===== src/rtl/fetch_unit_pkg.sv =====
// fetch_unit_pkg: opcodes, FSM states and reset PC shared by fetch and control.
package fetch_unit_pkg;
    localparam logic [31:0] RESET_PC_DEFAULT = 32'h0000_3000;
    localparam logic [5:0] OP_R_TYPE = 6'h00;
    localparam logic [5:0] OP_LW     = 6'h23;
    localparam logic [5:0] OP_SW     = 6'h2b;
    localparam logic [5:0] OP_BEQ    = 6'h04;
    localparam logic [5:0] OP_J      = 6'h02;
    localparam logic [5:0] OP_ADDIU  = 6'h09;
    typedef enum logic [1:0] {IDLE, FETCH, ISSUE, HALTED} state_t;
endpackage


===== src/rtl/fetch_unit_npc.sv =====
// fetch_unit_npc: combinational next-PC select between sequential, branch and jump targets.
module fetch_unit_npc (
    input  logic [31:0] pc,
    input  logic [31:0] instr,
    input  logic        branch,
    input  logic        jump,
    input  logic        zero,
    output logic [31:0] pc_plus4,
    output logic [31:0] next_pc
);
    logic [31:0] br_target;
    logic [31:0] j_target;
    always_comb begin
        pc_plus4  = pc + 32'd4;
        br_target = pc_plus4 + {{14{instr[15]}}, instr[15:0], 2'b00};
        j_target  = {pc_plus4[31:28], instr[25:0], 2'b00};
        next_pc   = jump ? j_target : (branch && zero) ? br_target : pc_plus4;
    end
endmodule


===== src/rtl/fetch_unit.sv =====
// fetch_unit: fetches one word per instruction over req/ack, holds it for issue, retires on ex_ready.
module fetch_unit
    import fetch_unit_pkg::*;
#(
    parameter logic [31:0] RESET_PC = RESET_PC_DEFAULT,
    parameter int          PC_W     = 32
) (
    input  logic            clk,
    input  logic            rst,
    output logic            imem_req,
    output logic [PC_W-1:0] imem_addr,
    input  logic            imem_ack,
    input  logic [31:0]     imem_rdata,
    output logic            instr_valid,
    output logic [31:0]     instr,
    output logic [5:0]      op_code,
    output logic [PC_W-1:0] pc,
    output logic [PC_W-1:0] pc_plus4,
    input  logic            ex_ready,
    input  logic            branch,
    input  logic            jump,
    input  logic            zero,
    input  logic            halt,
    output logic            halted,
    output logic [31:0]     instret
);
    state_t state, state_next;
    logic [PC_W-1:0] next_pc;
    logic load, retire;

    fetch_unit_npc u_npc (
        .pc(pc), .instr(instr), .branch(branch), .jump(jump), .zero(zero),
        .pc_plus4(pc_plus4), .next_pc(next_pc)
    );

    always_ff @(posedge clk) begin
        if (rst) state <= IDLE;
        else     state <= state_next;
    end

    always_comb begin
        state_next = state;
        case (state)
            IDLE:    state_next = FETCH;
            FETCH:   state_next = imem_ack ? ISSUE : FETCH;
            ISSUE:   state_next = !ex_ready ? ISSUE : halt ? HALTED : FETCH;
            default: state_next = HALTED;
        endcase
    end

    always_comb begin
        imem_req    = state == FETCH;
        instr_valid = state == ISSUE;
        halted      = state == HALTED;
        imem_addr   = pc;
        op_code     = instr[31:26];
        load        = imem_req && imem_ack;
        retire      = instr_valid && ex_ready;
    end

    // branch/jump/zero only matter through next_pc, which is consumed solely at retire
    always_ff @(posedge clk) begin
        if (rst) begin
            pc      <= RESET_PC;
            instr   <= '0;
            instret <= '0;
        end else begin
            if (load) instr <= imem_rdata;
            if (retire) begin
                pc      <= next_pc;
                instret <= instret + 32'd1;
            end
        end
    end
endmodule

===== config.mk =====
export PLATFORM = sky130hd
export DESIGN_NAME = fetch_unit
export DESIGN_NICKNAME = d
export VERILOG_FILES = /design/src/rtl/fetch_unit_pkg.sv /design/src/rtl/fetch_unit_npc.sv /design/src/rtl/fetch_unit.sv
export SDC_FILE = /design/constraint.sdc
export NUM_CORES = 1
export LEC_CHECK = 0
export CORE_MARGIN = 3
export CORE_UTILIZATION = 40
export CTS_BUF_LIST = sky130_fd_sc_hd__clkbuf_16
export CTS_CLUSTER_SIZE = 10
export DETAILED_ROUTE_END_ITERATION = 16
export GPL_TIMING_DRIVEN = 1
export HOLD_SLACK_MARGIN = 0.08
export PLACE_DENSITY = 0.72
export SETUP_SLACK_MARGIN = 0.15
export SLEW_MARGIN = 20
export SYNTH_ARGS = -nofsm -noshare
export SYNTH_HDL_FRONTEND = slang
export SYNTH_HIERARCHICAL = 1
export SYNTH_SLANG_ARGS = --single-unit

===== constraint.sdc =====
create_clock -name clk -period 5.58 [get_ports clk]
set_input_delay 0.837 -clock clk [delete_from_list [all_inputs] [get_ports clk]]
set_output_delay 0.837 -clock clk [all_outputs]
set_load 0.03 [all_outputs]

After elaboration in Yosys (flattened, before gate mapping) --
Index checks and enable logic that the tools add are counted.
Storage, ports and cells: bits in registers 98, memories 0, latch bits 0, word-level logic and storage cells 20, bits in writable memories 0, ROM bits 0, output and inout bits 169
Operators by class: $lt $le $gt $ge 0, multiplexer cells 6, add/sub/neg operators 3, bitwise operators 0, reduce and logical (&&, ||, !) cells 4, multipliers 0, div/mod/pow operators 0, shift operators 0, equal/unequal tests 3
Operators with widths (number):
- $mux W32 | 2
- $add A32 B1 Y32 const B | 1
- $add A32 B3 Y32 const B | 1
- $add A32 B32 Y32 | 1
- $mux W2 | 3
- $pmux W2 S3 | 1
- $eq A2 B2 Y1 const B | 2
- $logic_and A1 B1 Y1 | 3
- $eq A2 B1 Y1 const B | 1
- $logic_not A2 Y1 | 1

Logic depth before layout (Yosys ltp) --
Gate-level depths: netlist of the first run.
depth in word-level cells 4, mapped depth 17, depth with buffers taken out 15

Cells and area by module --
The synthesis of the first run kept the hierarchy.
Modules (own cells, without submodules):
- fetch_unit | cells each 503, times used 1, area an instance 4065.1 µm², seq. area each 1961.9 µm²
- fetch_unit_npc | cells each 452, times used 1, area an instance 3180.6 µm², seq. area each 0.0 µm²

Worst setup path before layout of the first run --
Ideal clock, no wire load.
path kind reg-to-reg, start point register pc[4], in the netlist imem_addr[4], end point register pc[24], in the netlist imem_addr[24], period minus slack after synthesis 4.105 ns, arrival time 4.035 ns, slack 1.475 ns, path buffers 1, data required time 5.510 ns, stages on the path, launching flop included 17, path through dfxtp_1 > and4_1 > buf_4 > nand3_4 > or2_4 > nand2b_4 > xnor2_1 > ha_1 > a21o_1 > a21o_1 > a221oi_2 > o31a_4 > nor3_1 > mux2_1 > a22oi_1 > nand2_1 > a21oi_1
On the way: longest elaborated chain between the ends 4
Ends and longest elaborated chain:
- start, declared | line fetch_unit.sv:17 | output logic [PC_W-1:0] pc,
- start signal, assigned | line fetch_unit.sv:70 | pc <= next_pc;
- $add A32 B3 Y32 | line fetch_unit_npc.sv:14 | pc_plus4 = pc + 32'd4;
- net pc_plus4[17] | line fetch_unit.sv:18 | output logic [PC_W-1:0] pc_plus4,
- $add A32 B32 Y32 | line fetch_unit_npc.sv:15 | br_target = pc_plus4 + {{14{instr[15]}}, instr[15:0], 2'b00};
- $mux W32 (2 in series) | line fetch_unit_npc.sv:17 | next_pc = jump ? j_target : (branch && zero) ? br_target : pc_plus4;
- net next_pc[24] | line fetch_unit.sv:28 | logic [PC_W-1:0] next_pc;
The timed path passes the listed nets, and every way through them passes these cells. A chain may end at the register's enable or synchronous reset.

Worst setup path in the final report of the first run --
start point register pc[4], in the netlist imem_addr[4], end point register pc[27], in the netlist imem_addr[27]
On the way: longest elaborated chain between the ends 4
Ends and longest elaborated chain (line):
- $add A32 B3 Y32 (*) | fetch_unit_npc.sv:14
- $add A32 B32 Y32 | fetch_unit_npc.sv:15
- $mux W32 (*) (2 in series) | fetch_unit_npc.sv:17
- net next_pc[27] | fetch_unit.sv:28
The timed path passes the listed nets; every way through them passes the cells marked *.

==> results of run 1 <==
[Yosys cell counts (all sizes together) (2+ instances only)]
cell     number  area (µm²)
nand2       197       742.0
a21oi       117       593.1
dfxtp        98        1962
buf          60       437.9
nor2         50       192.7
ha           37       462.9
clkbuf       34       127.6
o21ai        33       168.9
nand3        31       180.2
xnor2        31       271.5
nand4        25       183.9
xor2         25       234.0
inv          17       63.81
a21o         16       120.1
o31ai        15       126.4
and4         13       121.4
nor3         13       70.07
or4          12       90.09
a31oi        11       83.83
and3         10       65.06
or3          10       62.56
o211ai        9       72.57
o21a          9       67.56
nor4          8       77.57
a211oi        7       62.56
and2          7       43.79
mux2          7       82.57
nor2b         7       43.79
a211o         4       35.03
nand2b        4       32.53
nand3b        4       30.03
o21bai        4       30.03
a22oi         3       27.52
a31o          3       35.04
a221oi        2       23.77
a2bb2oi       2       17.52
mux2i         2       20.02
o21ba         2       20.02
[power breakdown]
group          switching [W]  internal (W)  leakage, nW  total, W
Sequential         0.0000234      0.000715        0.794  0.000738
Combinational       0.000171      0.000116         2.52  0.000287
Clock               0.000299      0.000349        0.149  0.000648
Total               0.000494       0.00118         3.47   0.00167
[per-layer routing]
| metal | GRT usage (%) | vias to the layer above |
|---|---|---|
| li1 | - | 3625 |
| met1 | 32.80 | 3592 |
| met2 | 40.35 | 307 |
| met3 | 4.240 | 33 |
| met4 | 7.343 | 0 |
| met5 | 0 | - |
[critical path: cells and delay by family (launching register included)]
family | cells | cell delay [ns]
simple gates | 7 | 1.73
compound gates | 5 | 0.80
flops | 1 | 0.48
fa+ha+maj | 1 | 0.40
mux | 1 | 0.31
xor+xnor | 1 | 0.27
[stage by stage]
stage               hold WS (ns)   power, W
floorplan                 0.4845  0.0009302
global placement          0.4576   0.001038
detailed placement        0.4651   0.001039
CTS                       0.4788   0.001686
global route              0.4955   0.001739
finish                    0.4755   0.001673
[how the worst max path moves through the flow]
stage / startpoint / endpoint / slack (ns)
after floorplan: imem_addr[4] / imem_addr[24] / 1.47
after global placement: imem_addr[2] / imem_addr[27] / 1.58
after detailed placement: imem_addr[4] / imem_addr[27] / 1.56
after CTS: imem_addr[4] / imem_addr[27] / 1.55
after global routing: imem_addr[4] / imem_addr[27] / 1.29
final: imem_addr[4] / imem_addr[27] / 1.51
[flip-flops by register name, summed over array words and instances, names as in the netlist]
signal	flops
instret	32
state	2
instr	32
imem_addr	32
[layout make-up]
cell class                      count  area, µm²
Clock buffer                        9      225.2
Tap cell                          225      281.5
Timing Repair Buffer              217       2147
Fill cell                        1713       8133
Clock inverter                      7      68.82
Multi-Input combinational cell    746       4654
Sequential cell                    98       1963
Inverter                           17      63.81
[kinds of logic after synthesis]
family                   synth area share [%]
buffers and inverters                   8.686
multiplexers                            1.416
AND/OR/NAND/NOR                         27.35
AO/OA/AOI/OAI                           21.83
flip-flops                              27.08
XOR/XNOR                                6.976
adder cells (fa/ha/maj)                 6.665
==> metrics, run 1 <==
run status=finished clean; Worst R2R Setup Slack=1.51 ns; number of vias per cell=5.729; PD cells=177.9 nW/µm²; Final Setup Violations=0; die boundary width=140.6 µm; slack of the critical path=1.514 ns; Area growth, synth to finish=29.79%; crit-path max FO=8; Final Core Density=53.62%; number of distinct library cells after synthesis=82; HP Class=reg2reg; total count of max-transition violations in the final report=0; post-CTS setup repair buffer count=0; cts-stage hold buffer count=0; area post-placement=9109 µm²; via count of the routed design=7557; first-pass GRT wire length=39050 µm; class of the most critical setup path=reg2reg; highest-count cells in the layout ignoring fill and taps=207 x clkdlybuf4s50_1, 196 x nand2_1, 115 x a21oi_1; met3 wire len=1855 µm; number of gates given a new drive strength after cts=0; Relative slew margins=27.19%; Clock Path Buffers=2; Reg2Reg Capture Point=imem_addr[27]; total of max-cap violations=0; ratio of cells with drive above 1 in the final layout=6.033%; Sink Count=98; DR WL/cell=19.15 µm; hold path startpoint=instr[29]; n_diodes=0; clock insertion delay at the later pin of the skew report=0.35 ns; TritonCTS Buffers=9; number of hold violations in the final report=0; instance count along the most critical hold path=2; final clock period utilization by the worst path=72.87%; number of DRC markers in iteration 0=694; actual transition at the worst max-transition pin=1.092 ns; routed length on met1=11080 µm; pin count of the biggest net entering global routing=100; cell-by-cell listing of the critical path=and4_1 -> nand2_1 -> nor2_1 -> and3_1 -> xor2_1 -> ha_1 -> a21oi_2 -> o21a_1 -> nor2_1 -> or3_1 -> o21ai_2 -> mux2_4 -> a22oi_2 -> nand2_1 -> a21oi_1; htree depth=3; initial cell density of the core=41.32%; sequential fraction of the synthesis area=27.08%; number of cell rows=48; number of standard cells in the layout, taps in and fillers out=1319; highest metal layer with signal wires=met4; prevailing post-synth register cell=dfxtp_1; worst path arrival time=4.34 ns; Post-Layout Inst Area=9404 µm²; RSZ-0062 raised after global routing=false; number of iterations in the first detailed-routing pass=5; IR drop worst, VDD=0.1435 mV; Net count, final=1167; Cell Area, Synth=7246 µm²; Syn. warnings=6; number of cells on the worst reg-to-reg path=15; overall track demand over capacity in global routing=24.46%; min cycle time layout=4.066 ns; category of the worst setup path capture point=flop; Cell Count Post-Placement=1303; mean area per synthesized cell=7.587 µm²; Routed met2 length=11830 µm; aggregate routed wire length=25260 µm; Clock Pin Slew Worst Setup and Hold Paths=0.07 ns; Setup WS pre-CTS=1.561 ns; Critical Path Source Type=flop; chip height=140.6 µm; antenna violations before repair=0; cell with the biggest individual delay on the critical path=dfxtp_1; total I/O pin count=209; Data required, critical path=5.85 ns; Total Negative Setup Slacks=0 ns; number of enable-type register cells in the synthesized netlist=0; FF+latch count, synth=98; number of global-route vias before repair=6983; Hold EP=instr[29]; delay of the slowest critical-path stage=0.48 ns; root buffer cell=clkbuf_16; weighted congestion at the end of routability-driven global placement=0.9679; fraction of registers with async set or reset after synthesis=0%; static leakage power=3.466 nW; GRT Residual Overflow=0; HPWL Detailed=18330 µm; IO buf count=208; Max Clock Skew=0.01035 ns; Synth Net Count=1033; die footprint=19770 µm²; clock tree from TritonCTS=yes; leading cell type in the layout, fill and taps excluded=clkdlybuf4s50_1; remaining antenna violation count=0; area of the core region=17540 µm²; instance count of the mapped netlist=955; peak clock frequency supported by timing=245.9 MHz; Critical R2R Launch=imem_addr[4]; post-detailed-route DRC marker count=0
Note: power is estimated with default switching activity, not from simulation.
==> run 2, diff against run 1 <==
Clock period 5.58 ns to 4.1 ns, I/O delays scaled along.
==> metrics, run 2 (synthesis results as in run 1) <==
Max Clock Skew=0.005950 ns (-0.004399 ns); Sw Pwr=0.0006757 W (+37%); final clock period utilization by the worst path=92.33% (+19 points); Clock Path Buffers=2 (unchanged); htree depth=3 (unchanged); Sink Count=98 (unchanged); overall track demand over capacity in global routing=23.96% (-0.50 points); clock power share=39.0% (+0.3 points); area post-placement=9319 µm² (+2.3%); static leakage power=3.654 nW (+5.4%); aggregate routed wire length=24340 µm (-3.6%); Total Negative Setup Slacks=0 ns (unchanged); Clock Pin Slew Worst Setup and Hold Paths=0.07 ns (about the same); worst path arrival time=4.06 ns (-0.28 ns); number of vias per cell=5.664 (-1.1%); leading cell type in the layout, fill and taps excluded=clkdlybuf4s50_1; run status=finished clean; internal power component=0.001614 W (+37%); sequential group share of total power=43.7% (-0.4 points); first-pass GRT wire length=38330 µm (-1.8%); post-detailed-route DRC marker count=0 (unchanged); n_diodes=0 (unchanged); remaining antenna violation count=0 (unchanged); die boundary width=140.6 µm (unchanged); chip height=140.6 µm (unchanged); root buffer cell=clkbuf_16; total of max-cap violations=0 (unchanged); ratio of cells with drive above 1 in the final layout=9.660% (+3.6 points); Post-Layout Inst Area=9697 µm² (+3.1%); via count of the routed design=7607 (+0.66%); TritonCTS Buffers=9 (unchanged); HPWL Detailed=17910 µm (-2.3%); number of hold violations in the final report=0 (unchanged); number of global-route vias before repair=6835 (-2.1%); post-route total power=0.002290 W (+37%); die footprint=19770 µm² (unchanged); clock tree from TritonCTS=yes; number of fill cells in the layout=1698 (-0.88%); cts-stage hold buffer count=0 (unchanged); HP Class=reg2reg; number of iterations in the first detailed-routing pass=5 (unchanged); GRT Residual Overflow=0 (unchanged); min cycle time layout=3.786 ns (-0.2805 ns); IR drop worst, VDD=0.1999 mV (+39%); DR WL/cell=18.12 µm (-5.4%); RSZ-0062 raised after global routing=true; class of the most critical setup path=reg2reg; Data required, critical path=4.38 ns (-1.47 ns); slack of the critical path=0.3144 ns (-1.200 ns); Setup WS pre-CTS=0.1597 ns (-1.401 ns); category of the worst setup path capture point=flop; Net count, final=1191 (+2.1%); total I/O pin count=209 (unchanged); weighted congestion at the end of routability-driven global placement=0.9315 (-3.8%); IO buf count=208 (unchanged); crit-path max FO=8 (unchanged); Critical Path Source Type=flop; initial cell density of the core=41.32% (unchanged); Worst R2R Setup Slack=0.31 ns (-1.20 ns); highest-count cells in the layout ignoring fill and taps=207 x clkdlybuf4s50_1, 196 x nand2_1, 115 x a21oi_1; Relative slew margins=28.86% (+1.7 points); pin count of the biggest net entering global routing=100 (unchanged); Switching Share=29.51% (about the same); PD cells=236.2 nW/µm² (+33%); antenna violations before repair=0 (unchanged); peak clock frequency supported by timing=264.2 MHz (+7.4%); number of DRC markers in iteration 0=621 (-11%); Final Setup Violations=0 (unchanged); clock insertion delay at the later pin of the skew report=0.35 ns (about the same); portion of total power attributed to combinational logic=17.3% (about the same); Area growth, synth to finish=33.83%; total count of max-transition violations in the final report=0 (unchanged); number of cell rows=48 (unchanged); actual transition at the worst max-transition pin=1.067 ns (-0.02502 ns); area of the core region=17540 µm² (unchanged)
## run 2: cell count changes in the layout (fill, tap and decap cells not counted), moves of 3 or more
cell | previous run | this run
nor4_1 | 5 | 2
xnor2_2 | 0 | 5
ha_2 | 0 | 3
ha_1 | 37 | 34
xnor2_1 | 31 | 26
buf_4 | 10 | 34
## run 2: layout make-up
cell class                 instances  area (µm²)  area share [%]
timing repair buffer             241        2327           24.00
sequential                        98        1966           20.27
multi-input combinational        746        4755           49.03
clock buffer                       9       225.2           2.323
inverter                          17       63.81          0.6581
tap                              225       281.5           2.903
clock inverter                     7       78.83          0.8129
## run 2: path summary, 6_finish.rpt
kind,startpoint,depth (start not counted),endpoint
worst min-delay path,instr[31],2,instr[31]
worst max-delay path,imem_addr[6],15,imem_addr[31]
worst min register to register,instr[31],2,instr[31]
worst max register to register,imem_addr[6],15,imem_addr[31]
## run 2: metrics by stage
step	std cells	hold WS, ns	utilization [%]
6_report	1343	0.4715	55.29
5_1_grt	1343	0.4997	55.29
4_1_cts	1342	0.4763	54.96
3_5_place_dp	1324	0.4657	53.14
3_3_place_gp	1324	0.4540	53.14
2_1_floorplan	955	0.4845	-
## run 2: per-layer routing
metal / GRT usage [%] / share of wire [%]
met4: 8.057 / 2.5
met3: 5.122 / 8.0
met2: 36.90 / 45
met5: 0 / 0
met1: 33.40 / 45
## run 2: what timing repair did
item | 4_1_cts | 5_1_grt
gates resized for setup | 0 | 14
setup endpoints to repair | 1 | 6
setup buffers | 2 | 1
pin swaps | 2 | 1
## run 2: worst max-delay path, stage by stage (launching register included)
cell	delay, ns
dfxtp_1	0.42
and4_1	0.31
nand2_1	0.25
nor2_1	0.21
and3_1	0.22
xor2_2	0.25
ha_1	0.38
a21oi_2	0.20
o21a_1	0.17
nor2_1	0.05
or3_1	0.43
a211o_1	0.30
nor3b_2	0.17
xnor2_1	0.14
nand2_1	0.06
a21oi_1	0.12
## run 2: power groups by stage
stage / Combinational (W) / Sequential (W) / Clock [W]
3_5_place_dp: 0.000392 / 0.00102 / 0
6_report: 0.000396 / 0.00100 / 0.000892
4_1_cts: 0.000394 / 0.00100 / 0.000916
5_1_grt: 0.000425 / 0.00101 / 0.000951
3_3_place_gp: 0.000392 / 0.00102 / 0
2_1_floorplan: 0.000211 / 0.00106 / 0
==> run 3, diff against run 2 <==
Settings changed: CELL_PAD_IN_SITES_DETAIL_PLACEMENT set to 0, CELL_PAD_IN_SITES_GLOBAL_PLACEMENT set to 1, CORE_UTILIZATION 40 to 35, GPL_TIMING_DRIVEN 1 to 0, PLACE_DENSITY 0.72 to 0.89.
==> metrics, run 3 (synthesis results as in run 1) <==
cell-by-cell listing of the critical path=and4_1 -> buf_4 -> and2b_1 -> nand2_1 -> xnor2_2 -> ha_1 -> buf_4 -> nand2_1 -> o21ai_1 -> a31oi_4 -> o31a_4 -> o311ai_1 -> mux2_2 -> nand2_1 -> nand2_1 -> a21oi_1; number of cell rows=52 (+8.3%); Post-Layout Inst Area=10140 µm² (+4.6%); HP Class=reg2reg; sequential group share of total power=43.7% (about the same); Sink Count=98 (unchanged); Worst R2R Setup Slack=0.30 ns (about the same); internal power component=0.001574 W (-2.5%); GRT Residual Overflow=0 (unchanged); Critical Path Source Type=flop; Total Negative Setup Slacks=0 ns (unchanged); Sw Pwr=0.0007260 W (+7.4%); n_diodes=0 (unchanged); number of hold violations in the final report=0 (unchanged); Max Clock Skew=0.01722 ns (+0.01127 ns); peak clock frequency supported by timing=263.5 MHz (-0.25%); PD cells=226.7 nW/µm² (-4.0%); IR drop worst, VDD=0.1997 mV (-0.14%); Net count, final=1256 (+5.5%); IO buf count=206 (-0.96%); cell with the biggest individual delay on the critical path=o311ai_1; final clock period utilization by the worst path=92.57% (+0.23 points); initial cell density of the core=35.69% (-5.6 points); HPWL Detailed=20140 µm (+12%); root buffer cell=clkbuf_16; die boundary width=149.9 µm (+6.6%); via count of the routed design=7706 (+1.3%); critical path buffer and inverter count=2 (+2); min cycle time layout=3.795 ns (+0.009594 ns); worst path arrival time=4.09 ns (+0.03 ns); remaining antenna violation count=0 (unchanged); number of vias per cell=5.304 (-6.4%); area post-placement=9698 µm² (+4.1%); RSZ-0062 raised after global routing=false; total count of max-transition violations in the final report=0 (unchanged); die footprint=22460 µm² (+14%); number of standard cells in the layout, taps in and fillers out=1453 (+8.2%); clock tree from TritonCTS=yes; Relative slew margins=27.56% (-1.3 points); crit-path max FO=8 (unchanged); delay of the slowest critical-path stage=0.44 ns (about the same); worst setup path startpoint=imem_addr[4]; antenna violations before repair=0 (unchanged); weighted congestion at the end of routability-driven global placement=0.9417 (+1.1%); Final Setup Violations=0 (unchanged); clock insertion delay at the later pin of the skew report=0.37 ns (+0.02 ns); number of iterations in the first detailed-routing pass=5 (unchanged); aggregate routed wire length=26210 µm (+7.7%); htree depth=3 (unchanged); clock power share=38.1% (-0.9 points); portion of total power attributed to combinational logic=18.2% (+0.9 points); leading cell type in the layout, fill and taps excluded=clkdlybuf4s50_1; Clock Path Buffers=2 (unchanged); actual transition at the worst max-transition pin=1.085 ns (+0.01797 ns); final-layout worst hold slack=0.4751 ns (+0.003642 ns); Critical R2R Launch=imem_addr[4]; hold path startpoint=instr[28]; number of DRC markers in iteration 0=761 (+23%); cts-stage hold buffer count=0 (unchanged); DR WL/cell=18.04 µm (-0.46%); area of the core region=20300 µm² (+16%); Clock Pin Slew Worst Setup and Hold Paths=0.08 ns (about the same); static leakage power=3.852 nW (+5.4%); category of the worst setup path capture point=flop; pin count of the biggest net entering global routing=27 (-73%); class of the most critical setup path=reg2reg; family with the most delay on the worst path=compound AO/OA/AOI/OAI gates; TritonCTS Buffers=9 (unchanged); Final Core Density=49.98% (-5.3 points); ratio of cells with drive above 1 in the final layout=13.02% (+3.4 points); overall track demand over capacity in global routing=22.87% (-1.1 points); Data required, critical path=4.39 ns (about the same); number of global-route vias before repair=7032 (+2.9%); total of max-cap violations=0 (unchanged); Cell Count Post-Placement=1431 (+8.1%); chip height=149.9 µm (+6.6%); cell with the most instances on the worst path=nand2_1; Area growth, synth to finish=40.01%; first-pass GRT wire length=40280 µm (+5.1%); Switching Share=31.57% (+2.1 points); post-detailed-route DRC marker count=0 (unchanged); highest-count cells in the layout ignoring fill and taps=206 x clkdlybuf4s50_1, 195 x nand2_1, 113 x a21oi_1; run status=finished clean; total I/O pin count=209 (unchanged)
run 3: path summary, 6_finish.rpt:
kind	end	depth (start not counted)
setup / recovery	imem_addr[28]	16
setup reg to reg	imem_addr[28]	16
hold reg to reg	instr[28]	2
hold / removal	instr[28]	2
run 3: worst register-to-register path: stages, from the launching register on:
cell and delay [ns]:
dfxtp_4 0.40, and4_1 0.20, buf_4 0.18, and2b_1 0.33, nand2_1 0.15, xnor2_2 0.18
ha_1 0.30, buf_4 0.15, nand2_1 0.06, o21ai_1 0.29, a31oi_4 0.08, o31a_4 0.37
o311ai_1 0.44, mux2_2 0.39, nand2_1 0.06, nand2_1 0.05, a21oi_1 0.11
run 3: power by group through the flow:
stage | Combinational [W] | Sequential, W | Clock, W
final | 0.000418 | 0.00101 | 0.000876
after global routing | 0.000449 | 0.00101 | 0.000928
after CTS | 0.000414 | 0.00101 | 0.000885
after detailed placement | 0.000412 | 0.00103 | 0
after global placement | 0.000411 | 0.00103 | 0
after floorplan | 0.000211 | 0.00106 | 0
run 3: cell type report:
class                      instances  area (µm²)
multi-input combinational        746        4787
inverter                          17       63.81
timing repair buffer             212        2107
sequential                        98        1986
buffer                            94       565.5
clock buffer                       9       225.2
tap                              270       337.8
clock inverter                     7       72.57
fill                            2003       10150
run 3: stage by stage:
| stage | power (W) | worst slack, ns |
|---|---|---|
| 2_1_floorplan | 0.001267 | 0.1737 |
| 6_report | 0.002300 | 0.3048 |
| 4_1_cts | 0.002306 | 0.1722 |
| 3_5_place_dp | 0.001441 | -0.1444 |
| 5_1_grt | 0.002385 | 0.1427 |
| 3_3_place_gp | 0.001439 | -0.1391 |
run 3: what timing repair did:
action,in CTS,in global routing
cloned,0,0
pin swaps,0,6
setup endpoints to repair,8,11
buffers inserted,0,6
gates resized for setup,6,26
run 3: routing by layer:
metal	track usage, %	up-vias	share of wire [%]
met1	31.42	3576	44
li1	-	3802	-
met2	36.61	307	46
met4	5.718	0	1.3
met5	0	-	0
met3	4.846	21	8.1
